==> src/rtl/reset_btn_ctrl_pkg.sv <==
// Shared definitions for reset and button conditioning: FSM encodings and
// clock-derived timing defaults.
package reset_btn_ctrl_pkg;

  typedef enum logic [1:0] {
    ST_STRETCH = 2'd0,
    ST_RUN     = 2'd1,
    ST_HOLD    = 2'd2
  } rst_state_t;

  localparam int PIXEL_CLOCK_HZ = 12_500_000;
  // 5 ms debounce window at the pixel clock
  localparam int DB_CYCLES_DEF  = PIXEL_CLOCK_HZ / 200;
  localparam int POR_CYCLES_DEF = 8;

  function automatic int cnt_width(input int n);
    return (n > 1) ? $clog2(n) : 1;
  endfunction

endpackage

==> src/rtl/reset_btn_ctrl_btn_debounce.sv <==
// One button channel: 2-flop sync, polarity fix, DB_CYCLES qualification, strobes.
// Latency 2 + DB_CYCLES edges from pin change to level/strobe; no backpressure.
module btn_debounce
  import reset_btn_ctrl_pkg::*;
#(
  parameter int DB_CYCLES  = DB_CYCLES_DEF,
  parameter bit ACTIVE_LOW = 1'b0
) (
  input  logic clk_sys,
  input  logic reset_n,
  input  logic btn,
  output logic level,
  output logic level_nxt,
  output logic press_stb,
  output logic release_stb
);

  localparam int            CW      = cnt_width(DB_CYCLES);
  localparam logic [CW-1:0] CNT_MAX = CW'(DB_CYCLES - 1);

  logic          sync1;
  logic          sync2;
  logic          s;
  logic          qualified;
  logic [CW-1:0] cnt;

  // Synchroniser resets to the unpressed pin level so release of reset
  // never looks like an edge.
  always_ff @(posedge clk_sys or negedge reset_n) begin
    if (!reset_n) begin
      sync1 <= ACTIVE_LOW;
      sync2 <= ACTIVE_LOW;
    end else begin
      sync1 <= btn;
      sync2 <= sync1;
    end
  end

  assign s         = sync2 ^ ACTIVE_LOW;
  assign qualified = (s != level) && (cnt == CNT_MAX);
  // Exposed so the reset FSM can react on the same edge the level changes
  assign level_nxt = qualified ? s : level;

  always_ff @(posedge clk_sys or negedge reset_n) begin
    if (!reset_n) begin
      level       <= 1'b0;
      cnt         <= '0;
      press_stb   <= 1'b0;
      release_stb <= 1'b0;
    end else begin
      level       <= level_nxt;
      press_stb   <= qualified & s;
      release_stb <= qualified & ~s;
      if ((s == level) || qualified) begin
        cnt <= '0;
      end else begin
        cnt <= cnt + 1'b1;
      end
    end
  end

endmodule

==> src/rtl/reset_btn_ctrl.sv <==
// Debounces NUM_BTN buttons and sequences a stretched core reset from reset_n and a reset button.
// Core reset rises POR_CYCLES edges after reset_n release or reset-button release; no backpressure.
module reset_btn_ctrl
  import reset_btn_ctrl_pkg::*;
#(
  parameter int                 NUM_BTN        = 7,
  parameter logic [NUM_BTN-1:0] BTN_ACTIVE_LOW = 7'b0000001,
  parameter int                 DB_CYCLES      = DB_CYCLES_DEF,
  parameter int                 POR_CYCLES     = POR_CYCLES_DEF,
  parameter int                 RESET_BTN      = 0
) (
  input  logic               clk_sys,
  input  logic               reset_n,
  input  logic [NUM_BTN-1:0] btn,
  output logic [NUM_BTN-1:0] btn_level,
  output logic [NUM_BTN-1:0] btn_press,
  output logic [NUM_BTN-1:0] btn_release,
  output logic               core_reset_n,
  output logic               por_done
);

  localparam int            PW      = cnt_width(POR_CYCLES);
  localparam logic [PW-1:0] POR_MAX = PW'(POR_CYCLES - 1);

  logic [NUM_BTN-1:0] lvl_nxt;
  logic               rst_btn_nxt;
  logic               unused_lvl_nxt;

  for (genvar i = 0; i < NUM_BTN; i++) begin : g_btn
    btn_debounce #(
      .DB_CYCLES  (DB_CYCLES),
      .ACTIVE_LOW (BTN_ACTIVE_LOW[i])
    ) u_debounce (
      .clk_sys     (clk_sys),
      .reset_n     (reset_n),
      .btn         (btn[i]),
      .level       (btn_level[i]),
      .level_nxt   (lvl_nxt[i]),
      .press_stb   (btn_press[i]),
      .release_stb (btn_release[i])
    );
  end

  // Only the reset button's look-ahead level feeds the FSM
  assign rst_btn_nxt    = lvl_nxt[RESET_BTN];
  assign unused_lvl_nxt = ^lvl_nxt;

  rst_state_t    state;
  rst_state_t    state_nxt;
  logic [PW-1:0] st_cnt;
  logic [PW-1:0] st_cnt_nxt;
  logic          por_nxt;

  always_comb begin
    state_nxt  = state;
    st_cnt_nxt = '0;
    por_nxt    = por_done;
    case (state)
      ST_STRETCH: begin
        if (st_cnt == POR_MAX) begin
          state_nxt = ST_RUN;
          por_nxt   = 1'b1;
        end else begin
          st_cnt_nxt = st_cnt + 1'b1;
        end
      end
      ST_RUN: begin
        if (rst_btn_nxt) state_nxt = ST_HOLD;
      end
      ST_HOLD: begin
        if (!rst_btn_nxt) state_nxt = ST_STRETCH;
      end
      default: state_nxt = ST_STRETCH;
    endcase
  end

  // core_reset_n is registered from the next state so it moves on the
  // same edge as the transition, with no decode glitch.
  always_ff @(posedge clk_sys or negedge reset_n) begin
    if (!reset_n) begin
      state        <= ST_STRETCH;
      st_cnt       <= '0;
      por_done     <= 1'b0;
      core_reset_n <= 1'b0;
    end else begin
      state        <= state_nxt;
      st_cnt       <= st_cnt_nxt;
      por_done     <= por_nxt;
      core_reset_n <= (state_nxt == ST_RUN);
    end
  end

endmodule

==> config.mk <==
export PLATFORM = sky130hd
export DESIGN_NAME = reset_btn_ctrl
export DESIGN_NICKNAME = d
export VERILOG_FILES = /design/src/rtl/reset_btn_ctrl_pkg.sv /design/src/rtl/reset_btn_ctrl_btn_debounce.sv /design/src/rtl/reset_btn_ctrl.sv
export SDC_FILE = /design/constraint.sdc
export NUM_CORES = 1
export LEC_CHECK = 0
export ABC_AREA = 1
export BUFFER_PORTS_ARGS = -buffer_cell sky130_fd_sc_hd__buf_2
export CAP_MARGIN = 30
export CORE_MARGIN = 3
export CORE_UTILIZATION = 30
export CTS_CLUSTER_DIAMETER = 30
export DETAILED_ROUTE_END_ITERATION = 6
export PLACE_DENSITY_LB_ADDON = 0.1
export SETUP_SLACK_MARGIN = 0.4
export SLEW_MARGIN = 20
export SYNTH_ARGS = -nofsm -noshare
export SYNTH_HDL_FRONTEND = slang
export SYNTH_SLANG_ARGS = --single-unit
==> constraint.sdc <==
create_clock -name clk_sys -period 3 [get_ports clk_sys]
set_input_delay 0.15 -clock clk_sys [delete_from_list [all_inputs] [get_ports clk_sys]]
set_output_delay 0.15 -clock clk_sys [all_outputs]
set_load 0.005 [all_outputs]
==> flow_summary.toml <==
[run_status]
status = "finished clean"

[floorplan]
initial_utilization_pct = 30.7
rows = 58
die_area_um2 = 28000
ios = 32
core_area_um2 = 25400
fp.dieW_um = 167
chipHeight_um = 167

[clock_network]
cts_buffers = 17
cts_setup_buffers = 0
cts_resized = 0
clk_pin_slew_ns = 0.07
cts.htree.levels = 4
clkLatencyLatePin_ns = 0.42
cts_num_sinks = 154
postCtsHoldBufs = 8
clockBufferDepth = 2
cts_root_buf = "clkbuf_16"
cts_tree = "built"

[power_and_ir_drop]
leakage_nw = 3.90
p_per_area_nw_per_um2 = 511
ir_drop_mv = 0.479

[timing]
skew_ns = 0.0100
finalSetupViolCount = 0
whs_ns = 0.283
rsz0062_at_grt = "false"
report.final.slew_viol_count = 0
period_share_pct = 49.4
fin_setup_tns_ns = 0
fmax_ghz = 0.674
relSlewSlack_pct = 58.4
period_needed_ns = 1.48
worst_pin_slew_ns = 0.624
hold_viol = 0

[grt]
grtUsageTotal_pct = 12.0
overflow = 0
grt_max_degree = 65
grt_pass1_wl_mm = 28.2
grt_pass1_vias = 5911
antenna_found_initial = 0

[worst_hold_path]
hold_class = "input pin to asynchronous set/reset pin"

[yosys]
netlist_area_um2 = 7800
synth_top_cell_area_share_pct = 48.8
netlist_top_cells_area = "dfrtp_1, nor2_1, nand2_1, xor2_1, nand3_1"
ys_seq_elements = 154
yosys_most_used_dff = "dfrtp_1"
synth_top_area_cell = "dfrtp_1"
avgSynthCellArea_um2 = 8.02
ys_warn_count = 0
syn_inst = 972
synth-async-reset-ratio_pct = 100
synth_edf_count = 0
ys_seq_area_share_pct = 49.5
synth_most_common_cell = "nor2_1"
ys_top_cells_by_count = "nor2_1, nand2_1, dfrtp_1, inv_1, nand3_1"
yosysUniqueCellTypes = 26
syn_nets = 990

[cells_and_area]
num_antenna_cells = 0
nNetsFinal = 1023
drive_above_1_share_pct = 9.14
area_growth_pct = 13.7

[placed_design]
gp_congestion = 0.776
hpwl_mm = 11.1
io_buffers = 31

[worst_setup_path]
startpoint_type = "flip-flop"
end_kind = "flip-flop"
crit_type = "flip-flop to flip-flop"
path_max_fanout = 15
crit_arrival_ns = 1.78
crit_required_ns = 3.29

[routing]
routed_wl_mm = 15.6
antenna_left = 0
vias = 5791
drc = 0
drt-wirelength-per-cell_um = 11.5
drt-initial-drc-count = 396
via_per_inst = 4.30
dr.pass1.iters = 5

[run]
drv_cap = 0
[per-stage QoR]
stage / util [%] / total power [W] / instance area [um^2] / setup WS, ns / instances
after floorplan: - / 0.00225 / 7800 / 1.73 / 972
after global placement: 32.2 / 0.00232 / 8170 / 1.54 / 1308
after detailed placement: 32.2 / 0.00232 / 8170 / 1.53 / 1308
after CTS: 34.9 / 0.00462 / 8860 / 1.50 / 1348
after global routing: 34.9 / 0.00473 / 8860 / 1.34 / 1348
final: 34.9 / 0.00453 / 8860 / 1.52 / 1348
[where the power goes]
part | total [W] | switching [W] | internal, W
logic | 0.000146 | 0.0000995 | 0.0000462
clock network | 0.00225 | 0.000903 | 0.00134
registers | 0.00214 | 0.0000265 | 0.00211
[registers in the layout, summed over array words and instances, names as in the netlist]
name / cells
g_btn.u_debounce.cnt: 112
g_btn.u_debounce.level: 7
g_btn.u_debounce.press_stb: 7
g_btn.u_debounce.release_stb: 7
g_btn.u_debounce.sync1: 7
g_btn.u_debounce.s: 6
st_cnt: 3
state: 2
core_reset_n: 1
g_btn.u_debounce.sync2: 1
por_done: 1
[layer usage]
metal | wire length [um] | part of all wire, % | global-route usage (%)
met1 | 8040 | 52 | 16.5
met2 | 6970 | 45 | 19.1
met3 | 432 | 2.8 | 3.07
met4 | 117 | 0.75 | 2.81
met5 | 0 | 0 | 0
[worst max-delay path, cell delays in order (launching register included)]
cell and delay, ns:
dfrtp_1 0.39, ha_1 0.24, nand4_1 0.10, nor2_1 0.15, nand2_2 0.12, nand2_2 0.26
nor2_1 0.09
[cells by family (layout without fill, tap and decap cells)]
logic type / Yosys count / count (layout) / synth area share (%)
and+or+nand+nor: 589 / 589 / 32.1
DFF: 154 / 154 / 49.5
buffers and inverters: 130 / 176 / 7.89
xor gates and xnor gates: 60 / 60 / 6.93
AOI/OAI and AO/OA: 30 / 30 / 2.18
adders and majority gates: 9 / 9 / 1.44
[final timing paths]
check | from | cells past startpoint | slack (ns) | endpoint
worst min register to register | g_btn[3].u_debounce.sync1 | 0 | 0.35 | g_btn[3].u_debounce.s
worst max register to register | g_btn[1].u_debounce.cnt[0] | 6 | 1.52 | g_btn[1].u_debounce.cnt[11]
min in group clk_sys | g_btn[3].u_debounce.sync1 | 0 | 0.35 | g_btn[3].u_debounce.s
worst max-delay path | g_btn[1].u_debounce.cnt[0] | 6 | 1.52 | g_btn[1].u_debounce.cnt[11]
worst min-delay path | reset_n | 2 | 0.28 | g_btn[1].u_debounce.cnt[3]
max in group asynchronous | reset_n | 3 | 1.92 | g_btn[0].u_debounce.sync2
[cell type report]
type                    count  area (um^2)
clock buffers              20          447
fillers                  2686        16500
repair buffers             42          277
multi-input cells         688         3330
flip-flops and latches    154         3860
clock inverters            12          164
inverters                 102          383
well taps                 330          413
[placed cells by master (no fill, tap or decap), types with 2 or more instances in the layout]
master	n
nand3_1	79
nor3_2	3
inv_1	102
o21bai_1	8
xor2_2	2
inv_6	2
dlygate4sd3_1	8
xor2_1	49
nor2_1	231
xnor2_1	9
clkbuf_16	17
o21ai_0	10
nand4_1	23
nor2_2	8
dfrtp_1	152
nand2_4	4
bufinv_16	3
o21ai_1	3
and2_1	6
nand2_2	9
clkbuf_1	2
clkinv_4	5
nand2_1	207
dfstp_2	2
a21oi_1	9
buf_2	30
buf_4	2
nor3_1	16
ha_1	9
Power figures use the tool's default switching activity.
